File: config.mk
export PLATFORM = sky130hd
export DESIGN_NAME = vga_timing_gen
export DESIGN_NICKNAME = d
export VERILOG_FILES = /design/src/rtl/vga_pkg.sv /design/src/rtl/vga_axis_counter.sv /design/src/rtl/vga_timing_gen.sv
export SDC_FILE = /design/constraint.sdc
export NUM_CORES = 1
export LEC_CHECK = 0
export CAP_MARGIN = 20
export CORE_ASPECT_RATIO = 0.7
export CORE_UTILIZATION = 40
export DETAILED_ROUTE_END_ITERATION = 8
export GPL_TIMING_DRIVEN = 1
export PLACE_DENSITY = 0.68
export REMOVE_ABC_BUFFERS = 1
export SLEW_MARGIN = 10
export SYNTH_ARGS = -nofsm -noshare
export SYNTH_HDL_FRONTEND = slang
export SYNTH_HIERARCHICAL = 1
export SYNTH_SLANG_ARGS = --single-unit
export TNS_END_PERCENT = 20
File: constraint.sdc
create_clock -name clk -period 2 [get_ports clk]
set_clock_uncertainty 0.1 [all_clocks]
set_input_delay 0.3 -clock clk [delete_from_list [all_inputs] [get_ports clk]]
set_output_delay 0.3 -clock clk [all_outputs]
set_load 0.02 [all_outputs]
File: src/rtl/vga_pkg.sv
// vga_pkg: shared constants and helpers for the VGA timing generator.
//   - 640x480@60 default horizontal/vertical timing (pixels / lines)
//   - sync polarity encodings for the SYNC_POL parameter
//   - clog2 / clog2w width helpers usable in parameter expressions
package vga_pkg;

  localparam int unsigned VGA_H_ACTIVE = 640;
  localparam int unsigned VGA_H_FP     = 16;
  localparam int unsigned VGA_H_SYNC   = 96;
  localparam int unsigned VGA_H_BP     = 48;
  localparam int unsigned VGA_V_ACTIVE = 480;
  localparam int unsigned VGA_V_FP     = 10;
  localparam int unsigned VGA_V_SYNC   = 2;
  localparam int unsigned VGA_V_BP     = 33;

  localparam bit SYNC_ACTIVE_LOW  = 1'b0;
  localparam bit SYNC_ACTIVE_HIGH = 1'b1;

  // Ceiling log2; clog2(1) = 0.
  function automatic int unsigned clog2(input int unsigned value);
    int unsigned result;
    result = 0;
    while ((64'd1 << result) < 64'(value)) result++;
    return result;
  endfunction

  // Bit width able to hold 0..value-1, never narrower than one bit.
  function automatic int unsigned clog2w(input int unsigned value);
    return (clog2(value) > 0) ? clog2(value) : 1;
  endfunction

endpackage

File: src/rtl/vga_axis_counter.sv
// vga_axis_counter: one timing axis (horizontal or vertical).
// Counts 0..TOTAL-1 while en is high and decodes the region flags.
// Ports:
//   clk, reset (sync, active-high), en   - clock, reset, count enable
//   cnt    - current position on the axis
//   wrap   - cnt is at TOTAL-1 (next enabled step returns to 0)
//   active - cnt is inside the visible region
//   sync   - cnt is inside the sync pulse (active-high, polarity applied by the top)
module vga_axis_counter
  import vga_pkg::*;
#(
  parameter int unsigned ACTIVE = VGA_H_ACTIVE,
  parameter int unsigned FP     = VGA_H_FP,
  parameter int unsigned SYNC   = VGA_H_SYNC,
  parameter int unsigned BP     = VGA_H_BP,
  localparam int unsigned TOTAL = ACTIVE + FP + SYNC + BP,
  localparam int unsigned CW    = clog2w(TOTAL)
) (
  input  logic          clk,
  input  logic          reset,
  input  logic          en,
  output logic [CW-1:0] cnt,
  output logic          wrap,
  output logic          active,
  output logic          sync
);

  logic [CW-1:0] r_cnt;
  logic [31:0]   w_cnt32;

  // Decode in 32 bits so ACTIVE+FP+SYNC may equal 2**CW without truncation.
  assign w_cnt32 = 32'(r_cnt);

  always_ff @(posedge clk) begin
    if (reset) begin
      r_cnt <= '0;
    end else if (en) begin
      r_cnt <= wrap ? '0 : r_cnt + 1'b1;
    end
  end

  assign cnt    = r_cnt;
  assign wrap   = (w_cnt32 == TOTAL - 1);
  assign active = (w_cnt32 < ACTIVE);
  assign sync   = (w_cnt32 >= ACTIVE + FP) && (w_cnt32 < ACTIVE + FP + SYNC);

endmodule

File: src/rtl/vga_timing_gen.sv
// vga_timing_gen: parametrised VGA timing generator and pixel output stage.
// A pixel tick is derived from clk; a request stage presents (x, y, pix_req)
// one pixel ahead, and an output stage drives HS/VS and blanked colour.
// Ports:
//   clk, reset       - system clock, synchronous active-high reset
//   pix_in           - {red, green, blue} for the pixel requested on the previous tick
//   x, y, pix_req    - requested pixel position and its validity
//   frame_start      - one-clk pulse when the request stage loads (0,0)
//   HS, VS           - sync outputs, active level SYNC_POL
//   red, green, blue - colour outputs, zero outside the active area
module vga_timing_gen
  import vga_pkg::*;
#(
  parameter int unsigned H_ACTIVE = VGA_H_ACTIVE,
  parameter int unsigned H_FP     = VGA_H_FP,
  parameter int unsigned H_SYNC   = VGA_H_SYNC,
  parameter int unsigned H_BP     = VGA_H_BP,
  parameter int unsigned V_ACTIVE = VGA_V_ACTIVE,
  parameter int unsigned V_FP     = VGA_V_FP,
  parameter int unsigned V_SYNC   = VGA_V_SYNC,
  parameter int unsigned V_BP     = VGA_V_BP,
  parameter int unsigned CLK_DIV  = 2,
  parameter bit          SYNC_POL = SYNC_ACTIVE_LOW,
  parameter int unsigned R_W      = 3,
  parameter int unsigned G_W      = 3,
  parameter int unsigned B_W      = 2,
  localparam int unsigned XW = clog2w(H_ACTIVE),
  localparam int unsigned YW = clog2w(V_ACTIVE),
  localparam int unsigned PW = R_W + G_W + B_W
) (
  input  logic          clk,
  input  logic          reset,
  input  logic [PW-1:0] pix_in,
  output logic [XW-1:0] x,
  output logic [YW-1:0] y,
  output logic          pix_req,
  output logic          frame_start,
  output logic          HS,
  output logic          VS,
  output logic [R_W-1:0] red,
  output logic [G_W-1:0] green,
  output logic [B_W-1:0] blue
);

  localparam int unsigned HW = clog2w(H_ACTIVE + H_FP + H_SYNC + H_BP);
  localparam int unsigned VW = clog2w(V_ACTIVE + V_FP + V_SYNC + V_BP);
  localparam int unsigned DW = clog2w(CLK_DIV);

  // Pixel tick divider
  logic [DW-1:0] r_div;
  logic          w_tick;

  assign w_tick = (32'(r_div) == CLK_DIV - 1);

  always_ff @(posedge clk) begin
    if (reset) begin
      r_div <= '0;
    end else begin
      r_div <= w_tick ? '0 : r_div + 1'b1;
    end
  end

  // Axis counters
  logic [HW-1:0] w_h_cnt;
  logic [VW-1:0] w_v_cnt;
  logic          w_h_wrap, w_h_active, w_h_sync;
  logic          w_unused_v_wrap;
  logic          w_v_active, w_v_sync;
  logic          w_active;

  vga_axis_counter #(
    .ACTIVE (H_ACTIVE),
    .FP     (H_FP),
    .SYNC   (H_SYNC),
    .BP     (H_BP)
  ) u_h_counter (
    .clk    (clk),
    .reset  (reset),
    .en     (w_tick),
    .cnt    (w_h_cnt),
    .wrap   (w_h_wrap),
    .active (w_h_active),
    .sync   (w_h_sync)
  );

  // Frame end is implied by the vertical counter returning to 0 with h; the
  // explicit wrap flag is not needed here.
  vga_axis_counter #(
    .ACTIVE (V_ACTIVE),
    .FP     (V_FP),
    .SYNC   (V_SYNC),
    .BP     (V_BP)
  ) u_v_counter (
    .clk    (clk),
    .reset  (reset),
    .en     (w_tick && w_h_wrap),
    .cnt    (w_v_cnt),
    .wrap   (w_unused_v_wrap),
    .active (w_v_active),
    .sync   (w_v_sync)
  );

  assign w_active = w_h_active && w_v_active;

  // Request stage
  logic [XW-1:0] r_x;
  logic [YW-1:0] r_y;
  logic          r_pix_req;
  logic          r_hsync_req;
  logic          r_vsync_req;
  logic          r_frame_start;

  always_ff @(posedge clk) begin
    if (reset) begin
      r_x           <= '0;
      r_y           <= '0;
      r_pix_req     <= 1'b0;
      r_hsync_req   <= 1'b0;
      r_vsync_req   <= 1'b0;
      r_frame_start <= 1'b0;
    end else begin
      // Only high on a tick, so it drops on the next clk whatever CLK_DIV is.
      r_frame_start <= w_tick && (w_h_cnt == '0) && (w_v_cnt == '0);
      if (w_tick) begin
        r_pix_req   <= w_active;
        r_x         <= w_active ? w_h_cnt[XW-1:0] : '0;
        r_y         <= w_active ? w_v_cnt[YW-1:0] : '0;
        r_hsync_req <= w_h_sync;
        r_vsync_req <= w_v_sync;
      end
    end
  end

  // Output stage: one pixel behind the request stage. pix_in on this tick
  // belongs to the pixel requested last tick, so r_pix_req gates it.
  logic           r_hs, r_vs;
  logic [R_W-1:0] r_red;
  logic [G_W-1:0] r_green;
  logic [B_W-1:0] r_blue;

  always_ff @(posedge clk) begin
    if (reset) begin
      r_hs    <= ~SYNC_POL;
      r_vs    <= ~SYNC_POL;
      r_red   <= '0;
      r_green <= '0;
      r_blue  <= '0;
    end else if (w_tick) begin
      r_hs    <= r_hsync_req ? SYNC_POL : ~SYNC_POL;
      r_vs    <= r_vsync_req ? SYNC_POL : ~SYNC_POL;
      r_red   <= r_pix_req ? pix_in[PW-1 -: R_W]        : '0;
      r_green <= r_pix_req ? pix_in[G_W+B_W-1 -: G_W]   : '0;
      r_blue  <= r_pix_req ? pix_in[B_W-1:0]            : '0;
    end
  end

  assign x           = r_x;
  assign y           = r_y;
  assign pix_req     = r_pix_req;
  assign frame_start = r_frame_start;
  assign HS          = r_hs;
  assign VS          = r_vs;
  assign red         = r_red;
  assign green       = r_green;
  assign blue        = r_blue;

endmodule
==> impl_metrics.ini, run 1 <==
[critical_path]
cp-startpoint = u_h_counter/cnt[7]$_SDFFE_PP0P_
r2r_slack_ns = 0.10
critical_path_required_ns = 2.14
reg2regPathDepth = 7
crit_path_end_kind = flop
crit_path_end = u_v_counter/cnt[8]$_SDFFE_PP0P_
r2r_end = u_v_counter/cnt[8]$_SDFFE_PP0P_
slowest_stage = or4_1
startpoint_type = flop
crit_arrival_ns = 2.04
cp_cell_sequence = nor4b_4 > nand3_1 > nor2_1 > and2_4 > nand4_2 > or4_1 > a21oi_1
cpPeakStageDelay_ns = 0.49
worst-setup-path-type = reg2reg
crit_fanout = 4
r2r_start = u_h_counter/cnt[7]$_SDFFE_PP0P_

[placed_design]
place_hpwl_um = 3580
place_inst = 353
routabilityCongestion = 0.864
io_buffers = 40
place_area_mm2 = 0.00285

[timing]
max_freq_ghz = 0.527
hold_viol_final = 0
slew_headroom = 0.772
finalSetupViolCount = 0
rsz0062_at_grt = no
tightest_slew_ns = 0.339
fin_hold_ws_ns = 0.383
period_share = 0.949
maxSlewViolCount = 0
period_needed_ns = 1.90
finalSetupTns_ns = 0

[power_and_ir_drop]
p_per_area_mw_per_mm2 = 624
leakage_nw = 1.12
ir_drop_v = 0.000279
total_power_mw = 1.85

[clock_tree]
root_buffer = clkbuf_8
cts_hold_buf = 0
htreeDepth = 2
tritoncts = built
clockBufferDepth = 2
clk_pin_slew_ns = 0.10
numCtsBuffers = 5
cts_num_sinks = 54
clock_latency_ns = 0.31

[drt]
ant_nets = 0
wl_per_cell_um = 13.8
route.vias.total = 1892
dr.pass1.iters = 4
drt-total-wl_um = 4990
drt-initial-drc-count = 108
drc = 0
avgViaCountPerCell = 5.23

[finish]
nFillCells = 478
nNetsFinal = 304
fin_area_mm2 = 0.00296
final_cells = 362
area_growth_pct = 34.9
diodes = 0
layout-drive-gt1-share = 0.176

[run_status]
status = finished, final reports clean

[global_routing]
grt_max_degree = 19
antenna_found_initial = 0
overflow = 0
grt_usage = 0.184
grt_pass1_vias = 1746
grt_pass1_wl_um = 8450

[job]
maxCapViolCount = 0

[floorplanning]
fp.dieArea_mm2 = 0.00580
start_util = 0.418
fp.dieW_um = 90.6
die-height_um = 64.0
num_io_pins = 41
rows = 22
core_area_mm2 = 0.00526

[logic_synthesis]
syn_inst = 225
avgSynthCellArea_um2 = 9.76
yosysWarnings = 6
syn_area_mm2 = 0.00220

[min_path]
hold_class = reg2reg
[critical path, delay by kind of cell (launching register included)]
family,cells,cell delay (ns)
and+or+nand+nor,6,1.26
DFF,1,0.35
AOI/OAI and AO/OA,1,0.14
[metrics by stage]
stage | util | setup WS, ns
6_report | 0.564 | 0.102
5_1_grt | 0.564 | 0.0105
4_1_cts | 0.559 | 0.00320
3_5_place_dp | 0.541 | -0.108
3_3_place_gp | 0.541 | -0.0448
2_1_floorplan | - | -0.131
[how the worst min path moves through the flow]
stage	depth (start not counted)	start	end	slack, ns
final	1	y[0]$_SDFFE_PP0P_	y[0]$_SDFFE_PP0P_	0.38
after global routing	1	x[7]$_SDFFE_PP0P_	x[7]$_SDFFE_PP0P_	0.40
after CTS	1	y[0]$_SDFFE_PP0P_	y[0]$_SDFFE_PP0P_	0.39
after detailed placement	1	y[7]$_SDFFE_PP0P_	y[7]$_SDFFE_PP0P_	0.37
after global placement	1	x[8]$_SDFFE_PP0P_	x[8]$_SDFFE_PP0P_	0.36
after floorplan	1	reset	blue[0]$_SDFFE_PP0P_	0.27
[cell type report]
class	instances	area, um2	area share
Sequential cell	54	1080	0.365
Multi-Input combinational cell	155	1050	0.356
Timing Repair Buffer	70	638	0.215
Tap cell	72	90.1	0.0304
Clock buffer	5	68.8	0.0232
Clock inverter	2	15.0	0.00507
Inverter	4	15.0	0.00507
[layer usage]
| layer | vias to the layer above | wire, um | part of all wire | track usage |
|---|---|---|---|---|
| met1 | 878 | 2530 | 0.51 | 0.267 |
| met4 | 0 | 23 | 0.0046 | 0.0423 |
| met3 | 3 | 426 | 0.085 | 0.0607 |
| met2 | 62 | 2000 | 0.40 | 0.259 |
| li1 | 949 | - | - | - |
| met5 | - | 0 | 0 | 0 |
[timing repair]
action                                 CTS  global route
endpoints found under the hold margin    0             0
pin swaps                                0             5
setup endpoints to repair                4             4
resized for setup                        2             3
buffers inserted                         0             2
[registers in the layout, indices dropped and copies added, names as in the netlist]
| signal | flops |
|---|---|
| blue | 2 |
| HS | 1 |
| y | 9 |
| red | 3 |
| pix_req | 1 |
| VS | 1 |
| u_h_counter/cnt | 10 |
| frame_start | 1 |
| x | 10 |
| r_div | 1 |
| green | 3 |
| u_v_counter/cnt | 10 |
| r_vsync_req | 1 |
| r_hsync_req | 1 |
[power by group]
| part | internal [mW] | switching [mW] |
|---|---|---|
| sequential | 1.09 | 0.00741 |
| clock | 0.240 | 0.362 |
| combinational | 0.0716 | 0.0783 |
[layout by cell type, fill, tap and decap left out, types with 3 or more instances in the layout]
cell / n
mux2i_1: 4
nand4_1: 7
nor2b_1: 6
xor2_1: 6
o31ai_1: 4
o21ai_0: 9
ha_1: 4
a21oi_1: 17
or3_2: 3
nor2_1: 23
clkbuf_8: 5
nand2_1: 11
inv_1: 4
and2b_1: 3
clkdlybuf4s50_1: 40
or4_1: 3
buf_4: 29
nand3_1: 3
a22o_1: 19
dfxtp_1: 53
or3_1: 4
nor4_1: 5
No activity file was read; power rests on OpenSTA's default activity.
==> run 2, diff against run 1 <==
CORE_MARGIN = 2   (was unset)
==> impl_metrics.ini, run 2 (synthesized netlist as in run 1, its figures left out) <==
[timing]
setup_ws_ns = 0.0622
finalSetupTns_ns = 0
max_freq_ghz = 0.516
slew_headroom = 0.721
finalSetupViolCount = 0
period_share = 0.969
maxSlewViolCount = 0
tightest_slew_ns = 0.419
rsz0062_at_grt = yes
hold_viol_final = 0
period_needed_ns = 1.94

[min_path]
whs_path_depth = 1
hold_class = reg2reg
min_to = x[1]$_SDFFE_PP0P_
hold_start = x[1]$_SDFFE_PP0P_

[critical_path]
critical_path_required_ns = 2.15
cp_cell_sequence = nor4b_4 > nand3_1 > nor2_1 > and2_4 > nand3_2 > or4_4 > a21oi_2
r2r_end = u_v_counter/cnt[9]$_SDFFE_PP0P_
crit_path_end_kind = flop
r2r_slack_ns = 0.06
slowest_stage = or4_4
reg2regPathDepth = 7
crit_arrival_ns = 2.09
startpoint_type = flop
worst-setup-path-type = reg2reg
r2r_start = u_h_counter/cnt[7]$_SDFFE_PP0P_
crit_fanout = 5
cpPeakStageDelay_ns = 0.51

[clock_tree]
cts_hold_buf = 0
clockBufferDepth = 2
cts_num_sinks = 54
root_buffer = clkbuf_8
clock_latency_ns = 0.31
numCtsBuffers = 5
cts_setup_buffers = 0
tritoncts = built
clk_pin_slew_ns = 0.10
htreeDepth = 2

[floorplanning]
core_area_mm2 = 0.00526
die-height_um = 66.0
rows = 22
fp.dieArea_mm2 = 0.00611
num_io_pins = 41
start_util = 0.418
fp.dieW_um = 92.6

[global_routing]
antenna_found_initial = 0
overflow = 0
grt_usage = 0.185
grt_max_degree = 21
grt_pass1_vias = 1834
grt_pass1_wl_um = 8860

[run_status]
status = finished, final reports clean

[finish]
nNetsFinal = 299
layout-drive-gt1-share = 0.189
fin_area_mm2 = 0.00300
diodes = 0
area_growth_pct = 36.7
nFillCells = 450
fin_util = 0.571
mostFrequentLayoutCells = dfxtp_1, clkdlybuf4s50_1, buf_4
layout_commonest_cell = dfxtp_1

[power_and_ir_drop]
leakage_nw = 1.13
p_per_area_mw_per_mm2 = 703
ir_drop_v = 0.000542

[drt]
drc = 0
dr.pass1.iters = 4
drt-total-wl_um = 5250
route.vias.total = 1915
wl_per_cell_um = 14.7
ant_nets = 0
avgViaCountPerCell = 5.35
drt-initial-drc-count = 181

[job]
maxCapViolCount = 0

[placed_design]
io_buffers = 40
place_area_mm2 = 0.00282
place_hpwl_um = 3680
routabilityCongestion = 0.893
detailedPlace.worstSlack_ns = -0.0462
## run 2: cell types whose count changed in the layout (fill, tap and decap cells not counted)
cell	before	now
buf_4	29	24
a21oi_1	17	13
a21oi_2	1	5
bufinv_16	0	2
clkinvlp_4	2	0
or4_1	3	1
or4_4	1	3
and4b_1	1	0
and4b_2	0	1
clkinv_4	0	1
## run 2: how the worst max path moves through the flow
stage                                               start                         endpoint  slack (ns)  cells after the start
after floorplan           u_h_counter/cnt[5]$_SDFFE_PP0P_  u_v_counter/cnt[7]$_SDFFE_PP0P_       -0.13                      7
after global placement    u_h_counter/cnt[5]$_SDFFE_PP0P_  u_v_counter/cnt[7]$_SDFFE_PP0P_       0.002                      7
after detailed placement  u_h_counter/cnt[5]$_SDFFE_PP0P_  u_v_counter/cnt[9]$_SDFFE_PP0P_       -0.05                      7
after CTS                 u_h_counter/cnt[5]$_SDFFE_PP0P_  u_v_counter/cnt[7]$_SDFFE_PP0P_        0.01                      7
after global routing      u_h_counter/cnt[7]$_SDFFE_PP0P_  u_v_counter/cnt[9]$_SDFFE_PP0P_       -0.07                      7
final                     u_h_counter/cnt[7]$_SDFFE_PP0P_  u_v_counter/cnt[9]$_SDFFE_PP0P_        0.06                      7
## run 2: critical path: cells and delay by family (launching register included)
family	cells	cell delay (ns)
AOI/OAI and AO/OA	1	0.17
DFF	1	0.35
and+or+nand+nor	6	1.27
## run 2: timing repair
action / CTS / global route
pin swaps: 0 / 4
resized for setup: 1 / 11
gates cloned: 0 / 0
endpoints found under the setup margin: 4 / 8
hold endpoints to repair: 0 / 0
## run 2: area by class of cell
type	instances	area [um2]	share of cell area
clock buffers	5	68.8	0.0229
clock inverters	3	68.8	0.0229
inverters	4	15.0	0.00500
multi-input cells	155	1080	0.359
flip-flops and latches	54	1080	0.360
well taps	72	90.1	0.0300
repair buffers	65	601	0.200
## run 2: power by group
group	leakage (nW)	switching [mW]	internal, mW
sequential	0.437	0.0105	1.09
combinational	0.622	0.0784	0.0695
clock	0.0683	0.364	0.501
## run 2: metrics by stage
stage                     total power, mW  cells  hold slack (ns)
after floorplan                      1.19    213            0.272
after global placement               1.27    350            0.360
after detailed placement             1.27    350            0.363
after CTS                            2.13    358            0.391
after global routing                 2.19    358            0.405
final                                2.11    358            0.387
## run 2: routing by layer
| layer | global-route usage | vias up | routed length [um] |
|---|---|---|---|
| li1 | - | 945 | - |
| met1 | 0.269 | 894 | 2730 |
| met2 | 0.262 | 67 | 2040 |
| met3 | 0.0559 | 9 | 402 |
| met4 | 0.0560 | 0 | 79 |
| met5 | 0 | - | 0 |
==> run 3, diff against run 2 <==
CAP_MARGIN = unset   (was 20)
==> results of run 3 <==
The final DEF is identical to that of run 2; final timing and power are the same.
